$ cat src/rtl/rom_read_arbiter.sv
// rom_read_arbiter
//   Shares one single-port synchronous sample ROM between NREQ read requesters.
//   One request is accepted per cycle (round-robin), its address is registered
//   onto the ROM address bus, and a {valid, one-hot id} tag travels alongside
//   the read so the ROM output can be steered back to its requester.
//   Handshake-to-response latency is 1+ROM_LAT cycles; responses are in order.
//
// Optional feature macro: ROM_ARB_PRIORITY_EN
//   When defined, requester 0 has absolute priority and round-robin applies to
//   requesters 1..NREQ-1 only (pointer range 1..NREQ-1, reset value 1).
//
// Ports
//   clock      in   system clock, rising edge
//   reset      in   synchronous active-high reset
//   req_valid  in   [NREQ]          per-requester read pending
//   req_addr   in   [NREQ*ADDR_W]   requester i address at [i*ADDR_W +: ADDR_W]
//   req_ready  out  [NREQ]          one-hot grant, transfer on valid & ready
//   rsp_valid  out  [NREQ]          one-hot, marks rsp_data owner this cycle
//   rsp_data   out  [DATA_W]        shared response data (ROM douta pass-through)
//   rom_addr   out  [ADDR_W]        ROM addra
//   rom_data   in   [DATA_W]        ROM douta
//   busy       out  any read in flight
module rom_read_arbiter #(
  parameter int NREQ    = 4,
  parameter int ADDR_W  = 18,
  parameter int DATA_W  = 24,
  parameter int ROM_LAT = 2
) (
  input  logic                     clock,
  input  logic                     reset,
  input  logic [NREQ-1:0]          req_valid,
  input  logic [NREQ*ADDR_W-1:0]   req_addr,
  output logic [NREQ-1:0]          req_ready,
  output logic [NREQ-1:0]          rsp_valid,
  output logic [DATA_W-1:0]        rsp_data,
  output logic [ADDR_W-1:0]        rom_addr,
  input  logic [DATA_W-1:0]        rom_data,
  output logic                     busy
);

  localparam int PTR_W = $clog2(NREQ);
`ifdef ROM_ARB_PRIORITY_EN
  localparam logic [PTR_W-1:0] PTR_RST = PTR_W'(1);
`else
  localparam logic [PTR_W-1:0] PTR_RST = '0;
`endif

  logic [PTR_W-1:0]  r_ptr;
  logic [PTR_W-1:0]  w_ptr_nxt;
  logic [PTR_W-1:0]  w_grant_idx;
  logic [PTR_W-1:0]  w_idx;
  logic              w_any;
  logic [NREQ-1:0]   w_grant_oh;

  logic [ADDR_W-1:0] r_rom_addr_p0;
  logic [ROM_LAT:0]  r_tag_vld_p;
  logic [NREQ-1:0]   r_tag_id_p [ROM_LAT+1];

  // Arbitration: first valid requester at or after the pointer, modulo the
  // round-robin set. Reset masks the grant so nothing is accepted meanwhile.
  always_comb begin
    w_any       = 1'b0;
    w_grant_idx = '0;
    w_idx       = '0;
    w_ptr_nxt   = r_ptr;
    w_grant_oh  = '0;
`ifdef ROM_ARB_PRIORITY_EN
    if (req_valid[0]) begin
      // Requester 0 wins outright and leaves the rotation untouched.
      w_any = 1'b1;
    end else begin
      for (int k = 0; k < NREQ - 1; k++) begin
        w_idx = PTR_W'(1 + ((int'(r_ptr) - 1 + k) % (NREQ - 1)));
        if (!w_any && req_valid[w_idx]) begin
          w_any       = 1'b1;
          w_grant_idx = w_idx;
          w_ptr_nxt   = (int'(w_idx) == NREQ - 1) ? PTR_W'(1) : PTR_W'(int'(w_idx) + 1);
        end
      end
    end
`else
    for (int k = 0; k < NREQ; k++) begin
      w_idx = PTR_W'((int'(r_ptr) + k) % NREQ);
      if (!w_any && req_valid[w_idx]) begin
        w_any       = 1'b1;
        w_grant_idx = w_idx;
        w_ptr_nxt   = PTR_W'((int'(w_idx) + 1) % NREQ);
      end
    end
`endif
    if (reset) begin
      w_any = 1'b0;
    end
    if (w_any) begin
      w_grant_oh[w_grant_idx] = 1'b1;
    end
  end

  assign req_ready = w_grant_oh;

  always_ff @(posedge clock) begin
    if (reset) begin
      r_ptr <= PTR_RST;
    end else if (w_any) begin
      r_ptr <= w_ptr_nxt;
    end
  end

  // ---- p0: issue stage, granted address registered onto the ROM bus ----
  always_ff @(posedge clock) begin
    if (reset) begin
      r_rom_addr_p0 <= '0;
    end else if (w_any) begin
      r_rom_addr_p0 <= req_addr[w_grant_idx*ADDR_W +: ADDR_W];
    end
  end

  assign rom_addr = r_rom_addr_p0;

  // ---- p0..pROM_LAT: tag pipeline, in step with the ROM read latency ----
  always_ff @(posedge clock) begin
    if (reset) begin
      r_tag_vld_p <= '0;
    end else begin
      r_tag_vld_p <= {r_tag_vld_p[ROM_LAT-1:0], w_any};
    end
  end

  always_ff @(posedge clock) begin
    r_tag_id_p[0] <= w_grant_oh;
    for (int s = 1; s <= ROM_LAT; s++) begin
      r_tag_id_p[s] <= r_tag_id_p[s-1];
    end
  end

  // ---- response: last tag stage lines up with ROM douta ----
  assign rsp_valid = r_tag_id_p[ROM_LAT] & {NREQ{r_tag_vld_p[ROM_LAT]}};
  assign rsp_data  = rom_data;
  assign busy      = |r_tag_vld_p;

endmodule

$ cat config.mk
export PLATFORM = sky130hd
export DESIGN_NAME = rom_read_arbiter
export DESIGN_NICKNAME = d
export VERILOG_FILES = /design/src/rtl/rom_read_arbiter.sv
export SDC_FILE = /design/constraint.sdc
export NUM_CORES = 1
export LEC_CHECK = 0
export BUFFER_PORTS_ARGS = -buffer_cell sky130_fd_sc_hd__buf_2
export CAP_MARGIN = 20
export CORE_ASPECT_RATIO = 2
export CORE_MARGIN = 1.5
export CORE_UTILIZATION = 35
export DETAILED_ROUTE_END_ITERATION = 10
export HOLD_SLACK_MARGIN = 0.12
export PLACE_DENSITY = 0.8
export REMOVE_ABC_BUFFERS = 1
export SLEW_MARGIN = 25
export SYNTH_ARGS = -nofsm -noshare
export SYNTH_HDL_FRONTEND = slang
export SYNTH_SLANG_ARGS = --single-unit
$ cat constraint.sdc
create_clock -name clock -period 2.3 [get_ports clock]
set_input_delay 0.46 -clock clock [delete_from_list [all_inputs] [get_ports clock]]
set_output_delay 0.46 -clock clock [all_outputs]
set_load 0.005 [all_outputs]
==> key figures, run 1 <==
Setup path
  • Register-to-Register Path Depth: 5
  • R2r startpoint: r_ptr[1]
  • Arr. time, crit path: 1.66 ns
  • Crit path launch type: flip-flop
  • Worst setup slack for register-to-register paths: 0.55 ns
  • Slowest stage cell, crit path: sky130_fd_sc_hd__dfxtp_1
  • Endpoint of the most critical register-to-register path: rom_addr[2]
  • Start-to-end type of the worst setup path: flip-flop to output port
  • Kind of capture point of the worst setup path: output port
  • Most used cell along the critical path: sky130_fd_sc_hd__nor2_1
  • Cell type group with the largest total delay on the critical path: flip-flops
  • Buffers & Inverters on Critical Path: 1
  • Critical-path cell list: nor2_1, a221o_1, nand2_1, nor2_1, buf_2
  • Worst EP required: 1.84 ns
  • Slowest cell delay on critical path: 0.61 ns
  • CP max FO: 14

CTS
  • Clock tree from TritonCTS: yes
  • TritonCTS buffer count: 5
  • Cts hold-fix bufs: 0
  • CTS resizes: 0
  • Number of clock sinks: 35
  • Longest Clk Path Bufs: 2
  • Clock tree root buffer cell: sky130_fd_sc_hd__clkbuf_16
  • Post-CTS setup buffer count: 0
  • Count of H-tree levels built during CTS: 2
  • Source-to-sink clock delay at the later pin of the worst-skew pair: 0.28 ns
  • Clock-pin slew on the worst setup and hold paths: 0.06 ns

Placement
  • HPWL reported at the end of detailed placement: 5300 um
  • IO Port Bufs: 104
  • GPL Wtd Cong: 0.848

Die
  • I/O pin cnt: 153
  • Y dimension of the die: 119 um
  • Initial core utilization: 35.9%
  • Die Footprint: 7210 um2
  • Floorplan core area: 6520 um2
  • Row Count: 42
  • Width of the die: 60.8 um

Power and ir drop
  • Total power draw: 1.97 mW
  • Cell Pwr Density: 686 nW/um2
  • Worst voltage drop across the vdd grid: 0.320 mV
  • Static power due to leakage: 1.29 nW

Route
  • Number of DRC markers in iteration 0: 207
  • Aggregate routed wire length: 7240 um
  • Routed Antenna Nets: 0
  • Routed length per placed instance: 16.5 um
  • First-pass iteration count of the detailed router: 4
  • DRC violation count after routing: 0
  • Via/cell ratio: 5.46
  • Total via count in the routed design: 2,395

Synthesis
  • Synth Warn #: 0
  • Synthesized area divided by synthesized cell count: 8.44 um2
  • Share of synthesized area occupied by flip-flops and latches: 30.0%
  • Number of synthesized register bits: 35
  • Yosys top cell by area: sky130_fd_sc_hd__dfxtp_1
  • Biggest area contributors in the synthesized netlist: sky130_fd_sc_hd__dfxtp_1 30%, sky130_fd_sc_hd__a211oi_1 10%, sky130_fd_sc_hd__buf_4 8.0%, sky130_fd_sc_hd__o21bai_1 5.8%, sky130_fd_sc_hd__a31oi_1 4.8%
  • Share of Yosys cell area claimed by the top area cell type: 30.0%
  • Number of instances in the synthesized netlist: 277
  • Number of distinct library cells after synthesis: 36
  • Netlist area before placement: 2340 um2

Timing
  • Setup repair after global routing missed its margin: no
  • Achievable frequency: 471 MHz
  • Final count of pins violating max slew: 0
  • Post-route minimum period: 2.12 ns
  • Final setup violating endpoints: 0
  • Worst rel slew slack: 56.3%
  • Period utilization: 92.2%
  • Final hold violations: 0
  • Final sum of negative setup slack: 0 ns
  • Setup clock skew after layout: 0.00415 ns
  • Slew at the pin with the worst max-slew slack: 0.654 ns

GRT
  • Aggregate global-route resource usage: 19.7%
  • Largest net degree at the start of global routing: 27
  • Number of global-route vias before repair: 2,139
  • First-pass GRT wire length: 10,800 um
  • Number of antenna violations at the first check in global routing: 0
  • Congestion Overflow GR: 0

Final layout
  • Number of inserted diodes: 0
  • Nets: 452
  • # fillers: 669
  • Share of layout cells above drive strength 1: 41.3%
  • Synthesis-to-finish area growth: 22.9%

Worst hold path
  • Critical hold path startpoint: r_tag_id_p[0][7]
  • Number of cells on the worst hold path: 0
  • Worst min path class: flip-flop to flip-flop
  • Hold endpoint: r_tag_id_p[0][11]

Outcome
  • Outcome: finished, final reports clean

Flow run
  • Number of max-cap violations: 0
==> worst reg2reg max path, stage by stage (launching register included) <==
cell and delay, ns:
sky130_fd_sc_hd__dfxtp_1 0.61, sky130_fd_sc_hd__a21o_1 0.21, sky130_fd_sc_hd__buf_4 0.25, sky130_fd_sc_hd__a211oi_1 0.11, sky130_fd_sc_hd__a211oi_1 0.30, sky130_fd_sc_hd__a31oi_1 0.13
==> layer usage <==
metal | global-route usage [%] | wire, um | vias up
li1 | - | - | 1147
met1 | 28.0 | 3070 | 1063
met2 | 27.6 | 3140 | 177
met3 | 7.66 | 931 | 8
met4 | 5.30 | 97 | 0
met5 | 0 | 0 | -
==> how the worst max path moves through the flow <==
stage	endpoint	from	slack (ns)	cells after the start
4_1_cts	req_ready[2]	r_ptr[1]	0.17	5
3_3_place_gp	req_ready[2]	req_valid[1]	0.39	6
6_report	req_ready[2]	r_ptr[1]	0.18	5
5_1_grt	req_ready[2]	r_ptr[1]	0.05	5
2_1_floorplan	req_ready[2]	r_ptr[0]	0.17	4
3_5_place_dp	req_ready[2]	req_valid[1]	0.35	6
==> state kept, by name, summed over array words and instances (netlist names) <==
name and flops:
rom_addr 18, r_tag_vld_p 3, r_tag_id_p 12, r_ptr 2
==> placed cells by master (no fill, tap or decap), types with 2 or more instances in the layout <==
cell / count
sky130_fd_sc_hd__buf_2: 104
sky130_fd_sc_hd__dfxtp_1: 35
sky130_fd_sc_hd__a211oi_1: 32
sky130_fd_sc_hd__nand2_1: 22
sky130_fd_sc_hd__o21ai_0: 18
sky130_fd_sc_hd__and3_1: 18
sky130_fd_sc_hd__o21bai_1: 18
sky130_fd_sc_hd__a31oi_1: 18
sky130_fd_sc_hd__buf_4: 14
sky130_fd_sc_hd__nand3_1: 10
sky130_fd_sc_hd__nand3_2: 9
sky130_fd_sc_hd__nor2_1: 7
sky130_fd_sc_hd__a211oi_2: 5
sky130_fd_sc_hd__clkbuf_16: 5
sky130_fd_sc_hd__and2_1: 4
sky130_fd_sc_hd__inv_1: 3
sky130_fd_sc_hd__nand2b_1: 3
sky130_fd_sc_hd__nor2b_1: 3
sky130_fd_sc_hd__a21oi_1: 3
sky130_fd_sc_hd__o21a_1: 2
sky130_fd_sc_hd__o21ai_1: 2
==> per-stage QoR <==
| step | util [%] | area (um2) | setup slack (ns) | cells | hold slack [ns] |
|---|---|---|---|---|---|
| 3_3_place_gp | 41.5 | 2700 | 0.386 | 431 | 0.310 |
| 2_1_floorplan | - | 1970 | 0.168 | 225 | 0.310 |
| 3_5_place_dp | 41.5 | 2700 | 0.348 | 431 | 0.313 |
| 4_1_cts | 44.1 | 2870 | 0.166 | 439 | 0.326 |
| 6_report | 44.1 | 2870 | 0.179 | 439 | 0.325 |
| 5_1_grt | 44.1 | 2870 | 0.0492 | 439 | 0.330 |
==> power by group <==
group / switching [mW] / internal [mW]
clock network: 0.261 / 0.516
registers: 0.0352 / 0.669
logic: 0.273 / 0.218
==> cells in the mapped netlist <==
cell and count:
sky130_fd_sc_hd__o21bai_1 18, sky130_fd_sc_hd__dfxtp_1 35, sky130_fd_sc_hd__nor3_1 1, sky130_fd_sc_hd__buf_2 7, sky130_fd_sc_hd__o32ai_4 1, sky130_fd_sc_hd__nor4_4 1, sky130_fd_sc_hd__clkbuf_1 9, sky130_fd_sc_hd__and4b_1 1
sky130_fd_sc_hd__a221o_1 1, sky130_fd_sc_hd__o21a_1 2, sky130_fd_sc_hd__a21o_1 1, sky130_fd_sc_hd__nand3_2 9, sky130_fd_sc_hd__buf_1 1, sky130_fd_sc_hd__a31oi_1 18, sky130_fd_sc_hd__nor2_1 7, sky130_fd_sc_hd__nand2_1 22
sky130_fd_sc_hd__nand2b_1 3, sky130_fd_sc_hd__a21boi_0 1, sky130_fd_sc_hd__a21oi_1 3, sky130_fd_sc_hd__or3_1 1, sky130_fd_sc_hd__inv_1 3, sky130_fd_sc_hd__o21ai_2 1, sky130_fd_sc_hd__and2_1 4, sky130_fd_sc_hd__o21ai_1 2
sky130_fd_sc_hd__nor2b_1 3, sky130_fd_sc_hd__o32a_1 1, sky130_fd_sc_hd__buf_6 10, sky130_fd_sc_hd__a211oi_1 32, sky130_fd_sc_hd__o21ai_0 18, sky130_fd_sc_hd__o21bai_2 1, sky130_fd_sc_hd__and3_1 18, sky130_fd_sc_hd__buf_4 25
sky130_fd_sc_hd__a211oi_2 5, sky130_fd_sc_hd__a2111oi_2 1, sky130_fd_sc_hd__nand3_1 10, sky130_fd_sc_hd__a311oi_1 1
==> final cells by class <==
class | instances | area [um2] | share of cell area (%)
tap | 88 | 110 | 3.83
sequential | 35 | 701 | 24.4
clock buffer | 5 | 125 | 4.35
timing repair buffer | 118 | 626 | 21.8
inverter | 3 | 11.3 | 0.392
multi-input combinational | 187 | 1250 | 43.6
clock inverter | 3 | 47.5 | 1.65
==> kinds of logic after synthesis <==
kind of cell / share of synthesized area (%)
DFF: 30.0
AOI/OAI and AO/OA: 33.7
buffers and inverters: 16.4
and+or+nand+nor: 20.0
Power figures use the tool's default switching activity.
==> run 2: changes to the inputs <==
- PLACE_DENSITY: 0.8 -> 0.78
==> key figures, run 2 (synthesized netlist as in run 1, its figures left out) <==
Power and ir drop
  • Switch Pwr: 579 uW (+1.6%)
  • Static power due to leakage: 1.29 nW (+0.38%)
  • Worst voltage drop across the vdd grid: 0.448 mV (+40%)
  • Cell Pwr Density: 689 nW/um2 (+0.36%)
  • Part of the power in the clock network: 39.4% (about the same)
  • Sequential group share of total power: 35.6% (about the same)
  • Combinational share of power: 25.0% (about the same)
  • Int Pwr: 1.41 mW (+0.21%)
  • Switch share: 29.2% (+0.29 points)

Placement
  • Post-placement worst setup slack: 0.303 ns (-0.0442 ns)
  • HPWL reported at the end of detailed placement: 5430 um (+2.5%)
  • IO Port Bufs: 104 (unchanged)
  • Count of placed standard cells including taps: 432 (+0.23%)
  • GPL Wtd Cong: 0.818 (-3.6%)

Route
  • Total via count in the routed design: 2,448 (+2.2%)
  • Routed length per placed instance: 16.9 um (+2.3%)
  • DRC violation count after routing: 0 (unchanged)
  • Routed Antenna Nets: 0 (unchanged)
  • Via/cell ratio: 5.56 (+2.0%)
  • Aggregate routed wire length: 7420 um (+2.6%)
  • Number of DRC markers in iteration 0: 172 (-17%)
  • First-pass iteration count of the detailed router: 5 (+1)

Die
  • Floorplan core area: 6520 um2 (unchanged)
  • Row Count: 42 (unchanged)
  • Width of the die: 60.8 um (unchanged)
  • I/O pin cnt: 153 (unchanged)
  • Y dimension of the die: 119 um (unchanged)
  • Die Footprint: 7210 um2 (unchanged)
  • Initial core utilization: 35.9% (unchanged)

Setup path
  • Kind of capture point of the worst setup path: output port
  • Worst EP required: 1.84 ns (about the same)
  • Arr. time, crit path: 1.61 ns (-0.05 ns)
  • Register-to-Register Path Depth: 5 (unchanged)
  • Start-to-end type of the worst setup path: flip-flop to output port
  • CP max FO: 14 (unchanged)
  • Crit path launch type: flip-flop

Timing
  • Final setup violating endpoints: 0 (unchanged)
  • Final hold violations: 0 (unchanged)
  • Setup clock skew after layout: 0.00246 ns (-0.00169 ns)
  • Slew at the pin with the worst max-slew slack: 0.674 ns (+0.0202 ns)
  • Final count of pins violating max slew: 0 (unchanged)
  • Post-route minimum period: 2.07 ns (-0.0533 ns)
  • Setup repair after global routing missed its margin: no
  • Period utilization: 89.9% (-2.3 points)
  • Worst rel slew slack: 55.0% (-1.3 points)
  • Achievable frequency: 484 MHz (+2.6%)
  • Final sum of negative setup slack: 0 ns (unchanged)
  • Final WS setup: 0.232 ns (+0.0533 ns)

GRT
  • Largest net degree at the start of global routing: 27 (unchanged)
  • Congestion Overflow GR: 0 (unchanged)
  • Number of antenna violations at the first check in global routing: 0 (unchanged)
  • First-pass GRT wire length: 11,200 um (+3.8%)
  • Aggregate global-route resource usage: 20.2% (+0.52 points)
  • Number of global-route vias before repair: 2,274 (+6.3%)

CTS
  • Number of clock sinks: 35 (unchanged)
  • Clock-pin slew on the worst setup and hold paths: 0.06 ns (about the same)
  • Clock tree root buffer cell: sky130_fd_sc_hd__clkbuf_16
  • Longest Clk Path Bufs: 2 (unchanged)
  • TritonCTS buffer count: 5 (unchanged)
  • Source-to-sink clock delay at the later pin of the worst-skew pair: 0.28 ns (about the same)
  • Cts hold-fix bufs: 0 (unchanged)
  • Count of H-tree levels built during CTS: 2 (unchanged)
  • Clock tree from TritonCTS: yes
  • Post-CTS setup buffer count: 0 (unchanged)
  • CTS resizes: 0 (unchanged)

Final layout
  • Nets: 453 (+0.22%)
  • Synthesis-to-finish area growth: 23.2%
  • Flip-flop count of the largest register, all copies and words added: 18 (unchanged)
  • Number of inserted diodes: 0 (unchanged)
  • Most common cell after layout, fill and taps aside: sky130_fd_sc_hd__buf_2
  • Util after Layout: 44.2% (+0.12 points)
  • Non-filler cells, final: 440 (+0.23%)
  • Commonest cells after routing, fill and taps aside: 104 x sky130_fd_sc_hd__buf_2, 35 x sky130_fd_sc_hd__dfxtp_1, 32 x sky130_fd_sc_hd__a211oi_1
  • Share of layout cells above drive strength 1: 41.5% (+0.17 points)

Outcome
  • Outcome: finished, final reports clean

Worst hold path
  • Number of cells on the worst hold path: 0 (unchanged)
  • Worst min path class: flip-flop to flip-flop

Flow run
  • Number of max-cap violations: 0 (unchanged)
==> run 2: cell count changes in the layout (fill, tap and decap cells not counted), sizes merged <==
cell  delta
buf      +1
==> run 2: path summary, 6_finish.rpt <==
kind | from | end | slack (ns)
max | r_ptr[1] | req_ready[2] | 0.23
min | r_tag_id_p[0][2] | r_tag_id_p[0][6] | 0.32
max reg2reg | r_ptr[1] | rom_addr[11] | 0.54
min reg2reg | r_tag_id_p[0][2] | r_tag_id_p[0][6] | 0.32
==> run 2: area by class of cell <==
cell class	instances	area, um2
timing repair buffer	119	633
sequential	35	701
fill	653	3630
multi-input combinational	187	1250
clock buffer	5	125
inverter	3	11.3
clock inverter	3	47.5
tap	88	110
==> run 2: through the flow <==
| step | instance area (um2) | hold slack [ns] | power (mW) |
|---|---|---|---|
| after global routing | 2880 | 0.332 | 2.08 |
| after global placement | 2710 | 0.310 | 1.20 |
| after floorplan | 1970 | 0.310 | 0.958 |
| after detailed placement | 2710 | 0.312 | 1.21 |
| final | 2880 | 0.324 | 1.98 |
| after CTS | 2880 | 0.327 | 1.99 |
==> run 2: routing by layer <==
metal | vias to the layer above | wire length [um] | global-route usage (%) | share of wire [%]
met1 | 1102 | 3070 | 28.1 | 41
met2 | 188 | 3250 | 29.1 | 44
met4 | 0 | 93 | 5.03 | 1.3
met5 | - | 0 | 1.68 | 0
li1 | 1150 | - | - | -
met3 | 8 | 1010 | 7.77 | 14
==> run 2: power groups by stage <==
stage               sequential, mW  clock (mW)  combinational (mW)
global route                 0.713       0.824               0.544
floorplan                    0.715           0               0.243
detailed placement           0.717           0               0.493
CTS                          0.705       0.794               0.495
finish                       0.706       0.783               0.496
global placement             0.715           0               0.487
==> run 2: critical path, stage by stage, from the launching register on <==
cell and delay [ns]:
sky130_fd_sc_hd__dfxtp_1 0.61, sky130_fd_sc_hd__nor2_1 0.10, sky130_fd_sc_hd__a221o_1 0.35, sky130_fd_sc_hd__nand2_1 0.08
sky130_fd_sc_hd__nor2_1 0.05, sky130_fd_sc_hd__buf_2 0.15
==> run 3: changes to the inputs <==
==> constraint.sdc (replaced) <==
create_clock -name clock -period 2.3 [get_ports clock]
set_input_delay 0.46 -clock clock [delete_from_list [all_inputs] [get_ports clock]]
set_output_delay 0.46 -clock clock [all_outputs]
set_load 0.1 [all_outputs]
==> key figures, run 3 (synthesized netlist as in run 1, its figures left out) <==
Outcome
  • Outcome: finished, final reports clean

Flow run
  • Number of max-cap violations: 0 (unchanged)

Timing
  • Period utilization: 91.0% (+1.1 points)
  • Hold_ws: 0.324 ns (+0.000145 ns)
  • Setup repair after global routing missed its margin: no
  • Post-route minimum period: 2.09 ns (+0.0262 ns)
  • Final hold violations: 0 (unchanged)
  • Achievable frequency: 478 MHz (-1.3%)
  • Slew at the pin with the worst max-slew slack: 0.656 ns (-0.0181 ns)
  • Final sum of negative setup slack: 0 ns (unchanged)
  • Setup clock skew after layout: 0.00471 ns (+0.00225 ns)
  • Final setup violating endpoints: 0 (unchanged)
  • Final count of pins violating max slew: 0 (unchanged)
  • Worst rel slew slack: 56.2% (+1.2 points)

Placement
  • Placement Cell Area: 2780 um2 (+2.5%)
  • HPWL reported at the end of detailed placement: 5310 um (-2.2%)
  • IO Port Bufs: 104 (unchanged)
  • GPL Wtd Cong: 0.820 (+0.26%)

Route
  • First-pass iteration count of the detailed router: 4 (-1)
  • Routed Antenna Nets: 0 (unchanged)
  • Aggregate routed wire length: 7130 um (-3.9%)
  • DRC violation count after routing: 0 (unchanged)
  • Total via count in the routed design: 2,353 (-3.9%)
  • Number of DRC markers in iteration 0: 151 (-12%)
  • Routed length per placed instance: 16.2 um (-4.2%)
  • Via/cell ratio: 5.34 (-4.1%)

CTS
  • Clock tree from TritonCTS: yes
  • Longest Clk Path Bufs: 2 (unchanged)
  • Source-to-sink clock delay at the later pin of the worst-skew pair: 0.28 ns (about the same)
  • Cts hold-fix bufs: 0 (unchanged)
  • Post-CTS setup buffer count: 0 (unchanged)
  • Clock tree root buffer cell: sky130_fd_sc_hd__clkbuf_16
  • TritonCTS buffer count: 5 (unchanged)
  • CTS resizes: 0 (unchanged)
  • Clock-pin slew on the worst setup and hold paths: 0.06 ns (about the same)
  • Number of clock sinks: 35 (unchanged)
  • Count of H-tree levels built during CTS: 2 (unchanged)

Power and ir drop
  • Static power due to leakage: 1.30 nW (+1.1%)
  • Cell Pwr Density: 788 nW/um2 (+14%)
  • Worst voltage drop across the vdd grid: 0.477 mV (+6.7%)

Setup path
  • Critical-path cell list: a21o_1, a2111oi_2, buf_12
  • CP max FO: 14 (unchanged)
  • Arr. time, crit path: 1.63 ns (+0.02 ns)
  • Kind of capture point of the worst setup path: output port
  • Crit path launch type: flip-flop
  • Slowest cell delay on critical path: 0.51 ns (-0.10 ns)
  • Worst EP required: 1.84 ns (about the same)
  • Slowest stage cell, crit path: sky130_fd_sc_hd__a2111oi_2
  • Start-to-end type of the worst setup path: flip-flop to output port

Final layout
  • Most common cell after layout, fill and taps aside: sky130_fd_sc_hd__buf_2
  • Number of inserted diodes: 0 (unchanged)
  • Share of layout cells above drive strength 1: 41.9% (+0.45 points)
  • Final Instance Area: 2950 um2 (+2.3%)
  • Nets: 454 (+0.22%)
  • Synthesis-to-finish area growth: 26.1%
  • Commonest cells after routing, fill and taps aside: 100 x sky130_fd_sc_hd__buf_2, 34 x sky130_fd_sc_hd__dfxtp_1, 32 x sky130_fd_sc_hd__a211oi_1
  • Flip-flop count of the largest register, all copies and words added: 18 (unchanged)
  • # fillers: 666 (+2.0%)

GRT
  • Number of global-route vias before repair: 2,258 (-0.70%)
  • Largest net degree at the start of global routing: 20 (-26%)
  • First-pass GRT wire length: 10,900 um (-2.2%)
  • Aggregate global-route resource usage: 20.1% (-0.14 points)
  • Congestion Overflow GR: 0 (unchanged)
  • Number of antenna violations at the first check in global routing: 0 (unchanged)

Die
  • I/O pin cnt: 153 (unchanged)
  • Y dimension of the die: 119 um (unchanged)
  • Floorplan core area: 6520 um2 (unchanged)
  • Die Footprint: 7210 um2 (unchanged)
  • Row Count: 42 (unchanged)
  • Width of the die: 60.8 um (unchanged)
  • Initial core utilization: 35.9% (unchanged)

Worst hold path
  • Worst min path class: flip-flop to flip-flop
run 3: worst max-delay path: cells and delay by family (launching register included):
family	cells	cell delay [ns]
compound gates	2	0.72
buf+inv	1	0.24
flops	1	0.40
run 3: final timing paths:
kind | slack (ns) | start | to | depth (start not counted)
setup / recovery | 0.21 | r_ptr[1] | req_ready[1] | 3
hold / removal | 0.32 | r_tag_id_p[0][6] | r_tag_id_p[0][10] | 0
setup reg to reg | 0.72 | r_ptr[1] | rom_addr[1] | 5
hold reg to reg | 0.32 | r_tag_id_p[0][6] | r_tag_id_p[0][10] | 0
run 3: per-layer routing:
| metal | global-route usage, % | vias up | share of wire (%) |
|---|---|---|---|
| met2 | 28.2 | 172 | 42 |
| met5 | 1.68 | - | 0 |
| met1 | 27.0 | 1017 | 43 |
| li1 | - | 1150 | - |
| met3 | 8.32 | 14 | 13 |
| met4 | 7.20 | 0 | 2.4 |
run 3: area by class of cell:
class / instances / area [um2] / area share (%)
clock buffer: 5 / 125 / 4.24
sequential: 35 / 702 / 23.8
clock inverter: 3 / 46.3 / 1.57
multi-input combinational: 187 / 1250 / 42.5
tap: 88 / 110 / 3.73
inverter: 3 / 11.3 / 0.382
timing repair buffer: 120 / 701 / 23.8
run 3: stage by stage:
| step | std cells | worst slack (ns) | util (%) | total power [mW] |
|---|---|---|---|---|
| global placement | 433 | 0.267 | 42.6 | 1.55 |
| global route | 441 | 0.0638 | 45.3 | 2.42 |
| finish | 441 | 0.206 | 45.3 | 2.32 |
| floorplan | 225 | -1.05 | - | 1.29 |
| CTS | 441 | 0.110 | 45.2 | 2.34 |
| detailed placement | 433 | 0.253 | 42.6 | 1.55 |
run 3: power breakdown:
part / internal [mW] / total [mW] / switching [mW]
combinational: 0.236 / 0.839 / 0.602
sequential: 0.669 / 0.703 / 0.0340
clock: 0.514 / 0.781 / 0.267
total: 1.42 / 2.32 / 0.903
